==> src/rtl/rx_recv_pkg.sv <==
// rx_recv_pkg: HPSDR host-packet framing constants, receiver states and offset helper
//   Shared by the host-side transmitter and receiver so that both agree on sync bytes,
//   command codes, endpoint, payload length and the USB-frame sync offsets.
package rx_recv_pkg;

    localparam logic [7:0] PKT_TYPE_1    = 8'hEF;
    localparam logic [7:0] PKT_TYPE_2    = 8'hFE;
    localparam logic [7:0] CMD_DATA      = 8'h01;
    localparam logic [7:0] CMD_DISCOVERY = 8'h02;
    localparam logic [7:0] CMD_STARTSTOP = 8'h04;
    localparam logic [7:0] EP_DATA       = 8'h02;

    localparam int         HDR_LEN       = 8;     // EF FE cmd ep + 4 sequence bytes
    localparam int         PAYLOAD_LEN   = 1024;
    localparam int         SEQ_W         = 32;

    localparam int         USB_SYNC_OFS0 = 0;
    localparam int         USB_SYNC_OFS1 = 512;
    localparam int         USB_SYNC_LEN  = 3;
    localparam logic [7:0] USB_SYNC_BYTE = 8'h7F;

    typedef enum logic [2:0] {
        ST_IDLE, ST_SYNC2, ST_CMD, ST_EP, ST_SEQ, ST_DATA, ST_STARTSTOP, ST_SKIP
    } rx_state_e;

    // Payload offset falls on one of the two 3-byte USB-frame sync fields.
    // Written as unsigned distance so offsets below the field start wrap out of range.
    function automatic logic is_sync_ofs(input logic [10:0] ofs);
        return ((ofs - 11'(USB_SYNC_OFS0)) < 11'(USB_SYNC_LEN)) ||
               ((ofs - 11'(USB_SYNC_OFS1)) < 11'(USB_SYNC_LEN));
    endfunction

endpackage

==> src/rtl/rx_seq_check.sv <==
// rx_seq_check: tracks the expected host sequence number and flags out-of-order packets
//   rx_clock, Rx_reset : clock, asynchronous active-high reset
//   load               : a complete 32-bit sequence number is on seq this cycle
//   seq                : received sequence number
//   run                : radio running; while low the history is forgotten
//   seq_error          : one-cycle pulse, cycle after a load that broke the sequence
module rx_seq_check
    import rx_recv_pkg::*;
(
    input  logic             rx_clock,
    input  logic             Rx_reset,
    input  logic             load,
    input  logic [SEQ_W-1:0] seq,
    input  logic             run,
    output logic             seq_error
);

    logic             seq_valid_q;
    logic             err_q;
    logic [SEQ_W-1:0] expected_q;

    always_ff @(posedge rx_clock or posedge Rx_reset) begin
        if (Rx_reset) begin
            seq_valid_q <= 1'b0;
            err_q       <= 1'b0;
            expected_q  <= '0;
        end else begin
            err_q       <= load && seq_valid_q && seq != expected_q;
            expected_q  <= load ? seq + 1'b1 : expected_q;
            // first packet after a start only seeds the expectation
            seq_valid_q <= run && (seq_valid_q || load);
        end
    end

    assign seq_error = err_q;

endmodule

==> src/rtl/rx_recv.sv <==
// rx_recv: HPSDR host-packet receiver; parses EF FE headers and forwards data payload to a FIFO
//   rx_clock, Rx_reset                   : clock, asynchronous active-high reset
//   udp_rx_active/udp_rx_valid/udp_rx_data : UDP payload byte stream, active frames one packet
//   Rx_fifo_full/Rx_fifo_wrreq/Rx_fifo_data : downstream FIFO write port (registered)
//   run, wide_spectrum                   : registered start/stop state
//   discovery, seq_error, sync_error, fifo_overflow : one-cycle pulses
module rx_recv
    import rx_recv_pkg::*;
#(
    parameter logic [7:0] Type_1      = PKT_TYPE_1,
    parameter logic [7:0] Type_2      = PKT_TYPE_2,
    parameter logic [7:0] HPSDR_frame = CMD_DATA,
    parameter logic [7:0] DATA_EP     = EP_DATA
) (
    input  logic       rx_clock,
    input  logic       Rx_reset,
    input  logic       udp_rx_active,
    input  logic       udp_rx_valid,
    input  logic [7:0] udp_rx_data,
    input  logic       Rx_fifo_full,
    output logic       Rx_fifo_wrreq,
    output logic [7:0] Rx_fifo_data,
    output logic       run,
    output logic       wide_spectrum,
    output logic       discovery,
    output logic       seq_error,
    output logic       sync_error,
    output logic       fifo_overflow
);

    rx_state_e   state_q, state_d;
    logic [10:0] byte_no_q;
    logic        armed_q;
    logic [23:0] seq_hi_q;
    logic        wrreq_q, run_q, wide_q, disc_q, sync_err_q, ovf_q;
    logic [7:0]  data_q;
    logic        take, in_data, seq_load;
    logic [10:0] ofs;

    assign take     = udp_rx_active && udp_rx_valid;
    assign in_data  = take && state_q == ST_DATA;
    assign ofs      = byte_no_q - 11'(HDR_LEN);
    // sequence bytes sit at byte_no 4..7, so the last one has byte_no[1:0] == 3
    assign seq_load = take && state_q == ST_SEQ && byte_no_q[1:0] == 2'd3;

    always_comb begin
        state_d = state_q;
        if (!udp_rx_active) begin
            state_d = ST_IDLE;
        end else if (udp_rx_valid) begin
            case (state_q)
                // armed_q is only set once active has been seen low, so a packet
                // already in flight when reset released is never parsed
                ST_IDLE:  state_d = (armed_q && udp_rx_data == Type_1) ? ST_SYNC2 : ST_SKIP;
                ST_SYNC2: state_d = udp_rx_data == Type_2 ? ST_CMD : ST_SKIP;
                ST_CMD:   state_d = udp_rx_data == HPSDR_frame   ? ST_EP :
                                    udp_rx_data == CMD_STARTSTOP ? ST_STARTSTOP : ST_SKIP;
                ST_EP:    state_d = udp_rx_data == DATA_EP ? ST_SEQ : ST_SKIP;
                ST_SEQ:   state_d = byte_no_q[1:0] == 2'd3 ? ST_DATA : ST_SEQ;
                ST_DATA:  state_d = ofs == 11'(PAYLOAD_LEN - 1) ? ST_SKIP : ST_DATA;
                default:  state_d = ST_SKIP;
            endcase
        end
    end

    always_ff @(posedge rx_clock or posedge Rx_reset) begin
        if (Rx_reset) begin
            state_q    <= ST_IDLE;
            byte_no_q  <= '0;
            armed_q    <= 1'b0;
            seq_hi_q   <= '0;
            wrreq_q    <= 1'b0;
            data_q     <= '0;
            run_q      <= 1'b0;
            wide_q     <= 1'b0;
            disc_q     <= 1'b0;
            sync_err_q <= 1'b0;
            ovf_q      <= 1'b0;
        end else begin
            state_q    <= state_d;
            byte_no_q  <= !udp_rx_active ? '0 : byte_no_q + 11'(udp_rx_valid);
            armed_q    <= armed_q || !udp_rx_active;
            seq_hi_q   <= (take && state_q == ST_SEQ) ? {seq_hi_q[15:0], udp_rx_data} : seq_hi_q;
            wrreq_q    <= in_data && !Rx_fifo_full;
            data_q     <= in_data ? udp_rx_data : data_q;
            ovf_q      <= in_data && Rx_fifo_full;
            sync_err_q <= in_data && is_sync_ofs(ofs) && udp_rx_data != USB_SYNC_BYTE;
            disc_q     <= take && state_q == ST_CMD && udp_rx_data == CMD_DISCOVERY;
            if (take && state_q == ST_STARTSTOP) {wide_q, run_q} <= udp_rx_data[1:0];
        end
    end

    rx_seq_check u_seq_check (
        .rx_clock  (rx_clock),
        .Rx_reset  (Rx_reset),
        .load      (seq_load),
        .seq       ({seq_hi_q, udp_rx_data}),
        .run       (run_q),
        .seq_error (seq_error)
    );

    assign Rx_fifo_wrreq = wrreq_q;
    assign Rx_fifo_data  = data_q;
    assign run           = run_q;
    assign wide_spectrum = wide_q;
    assign discovery     = disc_q;
    assign sync_error    = sync_err_q;
    assign fifo_overflow = ovf_q;

endmodule

==> config.mk <==
export PLATFORM = sky130hd
export DESIGN_NAME = rx_recv
export DESIGN_NICKNAME = d
export VERILOG_FILES = /design/src/rtl/rx_recv_pkg.sv /design/src/rtl/rx_seq_check.sv /design/src/rtl/rx_recv.sv
export SDC_FILE = /design/constraint.sdc
export NUM_CORES = 1
export LEC_CHECK = 0
export BUFFER_PORTS_ARGS = -buffer_cell sky130_fd_sc_hd__buf_4
export CAP_MARGIN = 20
export CORE_UTILIZATION = 61
export CTS_BUF_LIST = sky130_fd_sc_hd__clkbuf_8 sky130_fd_sc_hd__clkbuf_16
export CTS_CLUSTER_DIAMETER = 40
export DETAILED_ROUTE_END_ITERATION = 10
export PLACE_DENSITY_LB_ADDON = 0.25
export SLEW_MARGIN = 10
export SYNTH_ARGS = -nofsm -noshare
export SYNTH_HDL_FRONTEND = slang
export SYNTH_SLANG_ARGS = --single-unit
export TNS_END_PERCENT = 1
==> constraint.sdc <==
create_clock -name rx_clock -period 3.8 [get_ports rx_clock]
set_input_delay 0.76 -clock rx_clock [delete_from_list [all_inputs] [get_ports rx_clock]]
set_output_delay 0.76 -clock rx_clock [all_outputs]
set_load 0.05 [all_outputs]
After elaboration in Yosys (flattened, before gate mapping)
Index checks and enable logic that the tools add are counted.
{"block": "classes", "magnitude_cmp": 2, "mux": 11, "reduce_logical": 21, "eq_ne": 16, "n_addsub": 4}
{"operator": "32-bit by 1-bit adder with 32-bit output, second input constant", "n": 1}
{"operator": "32-bit inequality test", "n": 1}
{"operator": "11-bit by 2-bit less-than comparator with 1-bit output, second input constant", "n": 2}
{"operator": "3-bit one-hot mux with 6 select lines", "n": 1}
{"operator": "8-bit equality test, second input constant", "n": 2}
{"operator": "1-bit logical AND", "n": 15}
{"operator": "3-bit 2-to-1 mux", "n": 5}
{"operator": "11-bit by 1-bit adder with 11-bit output", "n": 1}
{"operator": "11-bit by 10-bit equality test with 1-bit output, second input constant", "n": 1}
{"operator": "11-bit 2-to-1 mux", "n": 1}
{"operator": "11-bit by 10-bit subtractor with 11-bit output, second input constant", "n": 1}
{"operator": "11-bit by 4-bit subtractor with 11-bit output, second input constant", "n": 1}
{"operator": "3-bit equality test, second input constant", "n": 3}
{"operator": "8-bit by 1-bit equality test with 1-bit output, second input constant", "n": 1}
{"operator": "8-bit by 2-bit equality test with 1-bit output, second input constant", "n": 1}
{"operator": "8-bit by 3-bit equality test with 1-bit output, second input constant", "n": 1}
{"operator": "8-bit by 7-bit inequality test with 1-bit output, second input constant", "n": 1}
{"operator": "3-bit by 2-bit equality test with 1-bit output, second input constant", "n": 2}
{"operator": "2-bit 2-to-1 mux", "n": 2}
{"operator": "3-bit by 1-bit equality test with 1-bit output, second input constant", "n": 1}
{"operator": "3-bit logical NOT", "n": 1}
{"operator": "1-bit logical OR", "n": 3}
{"operator": "2-bit equality test, second input constant", "n": 1}
{"operator": "1-bit logical NOT", "n": 2}
{"operator": "2 further kinds", "n": 3}
{"block": "word_totals", "reg_bits": 87}

Depth between registers and ports, before layout
Gate-level depths: netlist of the first run.
{"block": "depth", "depth_word": 6, "mapped_depth": 8}

Modules after synthesis
A second synthesis of the first run with hierarchy kept.
{"block": "hier_totals", "cells_unflattened": 466, "area_unflattened_um2": 4755.8}
{"mod": "rx_recv", "cells_each": 205, "instances": 1, "area_per_inst_um2": 2483.6, "seq_area_each_um2": 1326.3}
{"mod": "rx_seq_check", "cells_each": 261, "instances": 1, "area_per_inst_um2": 2272.2, "seq_area_each_um2": 850.8}

Worst setup path before layout of the first run
No wires, ideal clock.
{"block": "synth_timing", "path_type": "input to register", "startpoint": "in udp_rx_data[0]", "endpoint": "reg u_seq_check.expected_q[16]", "n_path_buf": 2, "slack_ns": 1.768, "required_time_ns": 3.679, "setup_ns": 0.121, "t_arrival_ns": 1.912, "path_stages": 8, "path_cell_list": "ha_1 and3_1 buf_2 and3_1 buf_4 nand4_1 xor2_1 o21ai_1"}
{"block": "synth_between", "elab_chain_len": 1}
{"item": "start, declared", "line_no": "rx_recv.sv:19", "rtl": "input logic [7:0] udp_rx_data,"}
{"item": "32-bit by 1-bit adder with 32-bit output", "line_no": "rx_seq_check.sv:29", "rtl": "expected_q <= load ? seq + 1'b1 : expected_q;"}
{"item": "end signal, assigned", "line_no": "rx_seq_check.sv:29"}
{"item": "end, declared", "line_no": "rx_seq_check.sv:20", "rtl": "logic [SEQ_W-1:0] expected_q;"}
No other way between the ends.
A chain may end at the register's enable or synchronous reset.

Worst setup path in the final report of the first run
{"block": "layout_timing", "startpoint": "in udp_rx_data[4]", "endpoint": "reg u_seq_check.expected_q[21]"}
The elaborated chain is that of the path after synthesis.

==> out/metrics.cfg, run 1 <==
[final_layout]
utilization=0.690
synthToLayoutAreaGrowth_pct=7.62
diodes=0
drive_gt1_frac=0.188
nets=491
fillers=586

[global_routing]
grt_pass1_wl_um=16500
globalRouteOverflowTotal=0
track_usage=0.257
grt_max_degree=64
grt_antenna_before_repair=0
first_global_vias=3359

[yosys]
syn-mean-instance-area_um2=10.3
async_flop_share=1.00
ys_seq_elements=87
synth-edff-count=0
syn_area_um2=4730
yosysWarnings=0
synth_fp_nets=481
yosysSeqAreaShare=0.460
synthCells=459
synthDistinctLibCells=45
synth_ff_type=dfrtp_1

[detailed_routing]
routedWlPerCell_um=16.6
finalWirelength_um=9510
viasPerCell=5.80
antenna_left=0
first_iter_violations=263
dr.pass1.iters=4
drcViolationCount=0
via_count=3323

[sta]
worstMarginPinSlew_ns=0.939
post-route-period-util=0.583
drv_slew=0
finalClockSkew_ns=0.0168
rsz0062_at_grt=false
fmax_mhz=451
hold_viol=0
setup_ws_ns=1.58
tns_ns=0
finalCriticalPeriod_ns=2.22
setup_viol=0
slew_headroom=0.373

[floorplan]
pin_count=28
die-area_um2=8110
fp-row-count=31
die_w_um=90.0
start_util=0.642
core_um2=7370
die_h_um=90.0

[place]
dpl.hpwl_um=6430
place_ws_ns=1.28
portBuffers=27
place_congestion=0.832

[clock_tree]
holdBufCountCts=0
cts-root-buf=clkbuf_8
clock_path_buffers=2
path_clk_slew_ns=0.08
ctsResizeCount=0
htree_num_levels=3
worstSkewPairLatency_ns=0.37
cts_tree=yes
cts_setup_buffers=0
clock_sinks=87
numCtsBuffers=9

[critical_path]
r2r_end=u_seq_check.expected_q[13]
timing.rr.start=state_q[2]
worstPathArrival_ns=2.44
start_kind=primary input
cp-end-kind=flop
crit_fanout=11
crit_required_ns=4.03
worstSetupPathType=primary input to flop
cpMaxStageDelayCell=nor3_2
max_stage_delay_ns=0.78
r2r_setup_slack_ns=1.76
cp_common_cell=nand4_1
worstRegToRegCells=5
crit_chain=buf_4 > nand4_1 > nor3_2 > nand4_1 > xor2_1 > o21ai_1

[status]
status=finished clean

[pwr]
power_density_nw_per_um2=521
peakVddDrop_v=0.000239
leakagePower_nw=2.13

[run]
maxCapViolCount=0

[hold_path]
hold_class=flop to flop
whs_endpoint=armed_q
hp-start=armed_q
min_path_cells=2

[cell usage after synthesis (2+ instances only)]
master	instances	area share
clkbuf_1	4	0.0032
nor3_2	2	0.0042
buf_4	8	0.013
and4_1	3	0.0056
xnor2_1	48	0.089
nand2_1	56	0.044
nor3b_1	2	0.0032
nand3_2	2	0.0042
a31oi_1	2	0.0026
nand4_1	27	0.036
and3_1	10	0.013
ha_1	9	0.024
o21ai_0	9	0.0095
mux2_2	35	0.083
and2_1	11	0.015
buf_2	13	0.014
clkbuf_2	2	0.0021
inv_1	9	0.0071
nand3_1	13	0.014
nor2_1	14	0.011
nor4_1	5	0.0066
a21boi_0	3	0.0048
buf_6	4	0.0095
nor4b_1	2	0.0037
xor2_1	24	0.044
a21oi_1	2	0.0021
or3_1	3	0.0040
dfrtp_1	87	0.46
nor3_1	5	0.0053
o21ai_1	30	0.032
[layout by cell type (no fill, tap or decap), types with 11 or more instances in the layout]
master,netlist,final
xor2_1,24,24
buf_4,8,30
mux2_2,35,35
nand2_1,56,56
o21ai_1,30,30
dfrtp_1,87,87
nand3_1,13,13
xnor2_1,48,48
nand4_1,27,27
and2_1,11,11
nor2_1,14,14
[power breakdown]
part,internal (mW),switching (mW)
sequential,1.08,0.254
combinational,0.319,0.327
clock,0.325,0.347
total,1.72,0.928
[final cells by class]
| type | instances | area, um^2 | share of cell area |
|---|---|---|---|
| Tap cell | 99 | 124 | 0.0243 |
| Sequential cell | 87 | 2180 | 0.428 |
| Multi-Input combinational cell | 332 | 2320 | 0.456 |
| Clock inverter | 6 | 67.6 | 0.0133 |
| Timing Repair Buffer | 30 | 225 | 0.0443 |
| Inverter | 9 | 35.0 | 0.00688 |
| Clock buffer | 10 | 138 | 0.0270 |
[flip-flops by register name, indices dropped and copies added (netlist names), 3 cells and up]
name / cells
Rx_fifo_data: 8
u_seq_check.expected_q: 32
state_q: 3
seq_hi_q: 24
byte_no_q: 11
[worst max-delay path by stage]
stage | start | end | slack, ns | cells past startpoint
2_1_floorplan | Rx_reset | Rx_fifo_data[0] | 0.79 | 1
3_3_place_gp | udp_rx_data[0] | u_seq_check.expected_q[22] | 1.34 | 7
3_5_place_dp | udp_rx_data[4] | u_seq_check.expected_q[21] | 1.28 | 6
4_1_cts | udp_rx_data[4] | u_seq_check.expected_q[11] | 1.61 | 6
5_1_grt | udp_rx_data[4] | u_seq_check.expected_q[21] | 1.48 | 6
6_report | udp_rx_data[4] | u_seq_check.expected_q[21] | 1.58 | 6
[metal layers]
metal	GRT usage	share of wire	vias up
li1	-	-	1604
met1	0.359	0.47	1633
met2	0.401	0.48	70
met3	0.0338	0.036	16
met4	0.117	0.022	0
met5	0	0	-
[metrics by stage]
stage               power (mW)  cells  area, um^2  hold slack, ns
floorplan                 1.81    459        4730           0.423
global placement          1.97    557        4880           0.453
detailed placement        1.99    557        4880           0.441
CTS                       2.66    573        5090           0.462
global route              2.78    573        5090           0.477
finish                    2.65    573        5090           0.458
[worst max-delay path: cells and delay by family]
family	cells	cell delay [ns]
buf+inv	1	0.16
compound gates	1	0.07
xor+xnor	1	0.21
simple gates	3	1.23
[logic make-up after synthesis]
kind of cell	count (synthesis)	synth area share
AOI/OAI and AO/OA	52	0.0617
xor gates and xnor gates	72	0.133
adders and majority gates	9	0.0238
buffers and inverters	40	0.0484
DFF	87	0.460
muxes	35	0.0834
and+or+nand+nor	164	0.189
Power figures use the tool's default switching activity.
==> inputs of run 2 (changes only) <==
ABC_AREA = 1   (was not set)
CORE_UTILIZATION = 56   (was 61)
clock period = 2 ns   (was 3.8 ns; I/O delays follow)
==> out/metrics.cfg, run 2 <==
[floorplan]
die_w_um=97.2  ; +8.0%
pin_count=28  ; unchanged
die-area_um2=9460  ; +17%
fp-row-count=34  ; +9.7%
core_um2=8760  ; +19%
start_util=0.580  ; -0.0619
die_h_um=97.2  ; +8.0%

[critical_path]
crit_required_ns=2.25  ; -1.78 ns
cp_common_cell=nand2_1
crit_start=seq_hi_q[7]
worstRegToRegCells=9  ; +4
worstSetupEndpoint=u_seq_check.expected_q[25]
crit_chain=inv_2 > nor3_2 > nand2_1 > nor3_1 > nand2_1 > nand2_1 > nand2_1 > nand2_1 > nand2_1
max_stage_delay_ns=0.42  ; -0.36 ns
r2r_setup_slack_ns=0.25  ; -1.51 ns
cp_num_buf_inv=1  ; unchanged
worstPathArrival_ns=2.00  ; -0.44 ns
cp-end-kind=flop
timing.rr.start=seq_hi_q[7]
critPathTopFamily=simple AND/OR/NAND/NOR gates
worstSetupPathType=flop to flop
r2r_end=u_seq_check.expected_q[25]
crit_fanout=6  ; -5
cpMaxStageDelayCell=dfrtp_1
start_kind=flop
cp.depth=9  ; +3

[clock_tree]
path_clk_slew_ns=0.09  ; about the same
worstSkewPairLatency_ns=0.36  ; about the same
htree_num_levels=3  ; unchanged
cts_tree=yes
cts-root-buf=clkbuf_8
numCtsBuffers=9  ; unchanged
clock_sinks=87  ; unchanged
cts_setup_buffers=0  ; unchanged
clock_path_buffers=2  ; unchanged

[sta]
hold_viol=0  ; unchanged
drv_slew=0  ; unchanged
worstMarginPinSlew_ns=0.760  ; -0.179 ns
tns_ns=0  ; unchanged
slew_headroom=0.493  ; +0.120
post-route-period-util=0.874
finalClockSkew_ns=0.0128  ; -0.00406 ns
setup_ws_ns=0.251  ; -1.33 ns
setup_viol=0  ; unchanged
rsz0062_at_grt=false
finalCriticalPeriod_ns=1.75
fmax_mhz=572

[status]
status=finished clean

[final_layout]
synthToLayoutAreaGrowth_pct=10.4
drive_gt1_frac=0.134  ; -0.0542
top_regs=u_seq_check.expected_q (32), seq_hi_q (24), byte_no_q (11)
nets=691  ; +41%
final_common_cell=nand2_1
utilization=0.640  ; -0.0503
final_cell_area_um2=5610  ; +10%
diodes=0  ; unchanged
final_cell_mix=nand2_1, dfrtp_1, inv_1
regMostFlops=u_seq_check.expected_q
fillers=739  ; +26%
largest_register_ffs=32  ; unchanged

[pwr]
leakagePower_nw=2.67  ; +26%
power_density_nw_per_um2=1010  ; +93%
p_total_mw=5.64  ; +110%
peakVddDrop_v=0.000428  ; +79%

[detailed_routing]
finalWirelength_um=11900  ; +25%
route.met3.wl_um=691  ; +100%
drcViolationCount=0  ; unchanged
wl_met1_um=5410  ; +22%
viasPerCell=5.55  ; -4.3%
first_iter_violations=348  ; +32%
wl_met2_um=5540  ; +22%
antenna_left=0  ; unchanged
routedWlPerCell_um=15.2  ; -8.7%
routed.top_layer=met4
via_count=4339  ; +31%
dr.pass1.iters=5  ; +1

[global_routing]
first_global_vias=4118  ; +23%
grt_max_degree=49  ; -23%
globalRouteOverflowTotal=0  ; unchanged
grt_pass1_wl_um=20200  ; +23%
grt_antenna_before_repair=0  ; unchanged
track_usage=0.269  ; +0.0118

[yosys]
synth_fp_nets=667  ; +39%
synth.most_common_cell=nand2_1
synth_ff_type=dfrtp_1
yosysSeqAreaShare=0.429  ; -0.0319
synth_area_leaders=dfrtp_1, nand2_1, xnor2_1, o21ai_0, inv_1
yosys.area.top_type=dfrtp_1
synthCells=645  ; +41%
synth-edff-count=0  ; unchanged
yosysWarnings=0  ; unchanged
syn_area_um2=5080  ; +7.4%
synth_common_cells=nand2_1, dfrtp_1, inv_1
syn-mean-instance-area_um2=7.88  ; -24%
ys_seq_elements=87  ; unchanged
synthDistinctLibCells=37  ; -18%
async_flop_share=1.00  ; unchanged
synth_top_area_share=0.429  ; -0.0319

[hold_path]
hold_class=primary input to async pin

[place]
place_congestion=0.947  ; +14%
portBuffers=27  ; unchanged
postPlaceCellArea_um2=5380  ; +10%
dpl.hpwl_um=8840  ; +38%
place_ws_ns=0.0934  ; -1.19 ns

[run]
maxCapViolCount=0  ; unchanged

[run 2: changes by cell type after synthesis, sizes merged, moves of 7 or more]
cell	delta
and2	-11
nor3	+25
and3	-9
inv	+53
xnor2	-20
o21ai	+17
mux2	-34
buf	-11
nand3	+11
nor2	+45
nand2	+138
nand3b	+7
[run 2: worst min path at each step]
stage                                 end  slack (ns)  cells after the start             from
final                         seq_hi_q[8]         0.1                      2         Rx_reset
after global routing          seq_hi_q[8]        0.14                      2         Rx_reset
after CTS                     seq_hi_q[8]        0.11                      2         Rx_reset
after detailed placement          armed_q        0.47                      1          armed_q
after global placement    Rx_fifo_data[2]        0.47                      2  Rx_fifo_data[2]
after floorplan                   armed_q        0.44                      1          armed_q
[run 2: per-layer routing]
metal	global-route usage	up-vias
li1	-	2105
met1	0.380	2058
met2	0.432	157
met3	0.0331	19
met4	0.0860	0
met5	0	-
[run 2: kinds of logic after synthesis]
| family | after synthesis | share of synthesized area |
|---|---|---|
| AO/OA/AOI/OAI | 66 | 0.0663 |
| XOR/XNOR | 50 | 0.0862 |
| adder cells (fa/ha/maj) | 9 | 0.0222 |
| buffers and inverters | 85 | 0.0729 |
| flip-flops | 87 | 0.429 |
| multiplexers | 1 | 0.00222 |
| AND/OR/NAND/NOR | 347 | 0.322 |
[run 2: cell type report]
type | count | area (um^2) | area share
Clock buffer | 10 | 138 | 0.0245
Clock inverter | 6 | 91.3 | 0.0163
Inverter | 62 | 236 | 0.0421
Multi-Input combinational cell | 473 | 2540 | 0.452
Sequential cell | 87 | 2180 | 0.388
Tap cell | 108 | 135 | 0.0241
Timing Repair Buffer | 36 | 295 | 0.0526
[run 2: power breakdown]
part,switching [mW],leakage [nW],internal (mW)
sequential,0.486,1.17,2.08
clock,0.646,0.117,0.745
combinational,1.05,1.39,0.639
[run 2: timing repair]
| action | CTS | global route |
|---|---|---|
| gates resized for setup | 0 | 1 |
| setup endpoints to repair | 0 | 1 |
| hold buffers | 0 | 0 |
[run 2: metrics by stage]
stage	std cells	hold slack [ns]
final	782	0.0988
after CTS	782	0.111
after floorplan	645	0.440
after global routing	782	0.140
after global placement	766	0.472
after detailed placement	766	0.473
==> inputs of run 3 (changes only) <==
PLACE_DENSITY = 0.78   (was not set)
PLACE_DENSITY_LB_ADDON = not set   (was 0.25)
==> out/metrics.cfg, run 3 (synthesized netlist as in run 2, its figures left out) <==
[place]
place_ws_ns=0.0978  ; +0.00435 ns
postPlaceCellArea_um2=5380  ; about the same
place_congestion=1.02  ; +7.5%
dpl.hpwl_um=8600  ; -2.7%
place_inst=765  ; -0.13%
portBuffers=27  ; unchanged

[final_layout]
final_cell_area_um2=5610  ; about the same
regArea_um2=2180  ; unchanged
final_common_cell=nand2_1
largest_register_ffs=32  ; unchanged
utilization=0.640  ; about the same
fin_cells=780  ; -0.26%
final_cell_mix=nand2_1, dfrtp_1, inv_1
regMostFlops=u_seq_check.expected_q
fillers=745  ; +0.81%
diodes=0  ; unchanged
top_regs=u_seq_check.expected_q (32), seq_hi_q (24), byte_no_q (11)
nets=690  ; -0.14%
synthToLayoutAreaGrowth_pct=10.4  ; about the same
drive_gt1_frac=0.126  ; -0.00704
multiInputGateArea_um2=2530  ; -0.20%

[global_routing]
track_usage=0.267  ; -0.00154
grt_pass1_wl_um=20300  ; +0.44%
grt_max_degree=49  ; unchanged
globalRouteOverflowTotal=0  ; unchanged
first_global_vias=4249  ; +3.2%
grt_antenna_before_repair=0  ; unchanged

[detailed_routing]
via_count=4418  ; +1.8%
routedWlPerCell_um=15.1  ; -0.28%
drcViolationCount=0  ; unchanged
viasPerCell=5.66  ; +2.1%
antenna_left=0  ; unchanged
first_iter_violations=369  ; +6.0%
dr.pass1.iters=8  ; +3
finalWirelength_um=11800  ; -0.53%

[clock_tree]
cts-root-buf=clkbuf_8
ctsResizeCount=0  ; unchanged
path_clk_slew_ns=0.08  ; about the same
cts_setup_buffers=0  ; unchanged
numCtsBuffers=9  ; unchanged
clock_sinks=87  ; unchanged
htree_num_levels=3  ; unchanged
holdBufCountCts=0  ; unchanged
cts_tree=yes
clock_path_buffers=2  ; unchanged
worstSkewPairLatency_ns=0.35  ; about the same

[sta]
finalCriticalPeriod_ns=1.76  ; +0.0112 ns
rsz0062_at_grt=false
tns_ns=0  ; unchanged
worstMarginPinSlew_ns=0.734  ; -0.0257 ns
post-route-period-util=0.880  ; +0.00562
drv_slew=0  ; unchanged
slew_headroom=0.510  ; +0.0164
fmax_mhz=568  ; -0.64%
setup_viol=0  ; unchanged
hold_viol=0  ; unchanged
setup_ws_ns=0.240  ; -0.0112 ns
finalClockSkew_ns=0.0100  ; -0.00277 ns

[floorplan]
die-area_um2=9460  ; unchanged
start_util=0.580  ; unchanged
fp-row-count=34  ; unchanged
core_um2=8760  ; unchanged
pin_count=28  ; unchanged
die_w_um=97.2  ; unchanged
die_h_um=97.2  ; unchanged

[run]
maxCapViolCount=0  ; unchanged

[critical_path]
worstSetupPathType=flop to flop
crit_start=byte_no_q[0]
crit_fanout=3  ; -3
worstPathArrival_ns=2.01  ; about the same
timing.rr.start=byte_no_q[0]
cp-end-kind=flop
start_kind=flop
crit_required_ns=2.25  ; about the same

[pwr]
leakagePower_nw=2.68  ; +0.26%
peakVddDrop_v=0.000488  ; +14%
power_density_nw_per_um2=1010  ; +0.84%

[hold_path]
hold_class=primary input to async pin

[status]
status=finished clean

-- run 3: cell types whose count changed in the layout (fill, tap and decap cells not counted) --
cell	change
clkbuf_8	-1
buf_4	-2
nor3_1	+1
clkinv_4	-2
inv_1	+2
bufinv_16	+1
buf_12	+1
nor3_2	-1
inv_6	-1
-- run 3: final cells by class --
| class | count | share of cell area |
|---|---|---|
| multi-input cells | 473 | 0.452 |
| flip-flops and latches | 87 | 0.388 |
| repair buffers | 35 | 0.0535 |
| inverters | 62 | 0.0422 |
| well taps | 108 | 0.0241 |
| clock buffers | 9 | 0.0221 |
| clock inverters | 6 | 0.0183 |
-- run 3: metal layers --
metal	wire (um)	global-route usage	vias up	share of wire
li1	-	-	2112	-
met1	5140	0.372	2078	0.44
met2	5470	0.428	200	0.46
met3	892	0.0345	28	0.076
met4	293	0.103	0	0.025
met5	0	0	-	0
-- run 3: stage by stage --
step           total power [mW]  hold WS, ns
6_report                   5.69       0.0943
5_1_grt                    5.98        0.131
4_1_cts                    5.67       0.0968
3_5_place_dp               4.25        0.476
3_3_place_gp               4.20        0.470
2_1_floorplan              3.74        0.440
-- run 3: path summary, 6_finish.rpt --
kind	slack, ns	cells after the start	endpoint
hold reg to reg	0.49	1	armed_q
min in group rx_clock	0.21	2	Rx_fifo_wrreq
setup / recovery	0.24	11	byte_no_q[10]
max in group asynchronous	1.32	3	u_seq_check.expected_q[18]
hold / removal	0.09	2	Rx_fifo_data[3]
setup reg to reg	0.24	11	byte_no_q[10]
-- run 3: worst max-delay path: stages (launching register included) --
cell	delay, ns
dfrtp_1	0.35
ha_1	0.17
ha_1	0.16
nand2_1	0.05
inv_1	0.08
nand3_1	0.10
nor2_1	0.18
nand2_1	0.10
nor3_1	0.20
nand2_1	0.10
nor2_1	0.11
nor2_1	0.05
-- run 3: report_power, final --
group,internal [mW],switching [mW]
sequential,2.08,0.494
clock,0.813,0.619
combinational,0.639,1.04
total,3.53,2.16
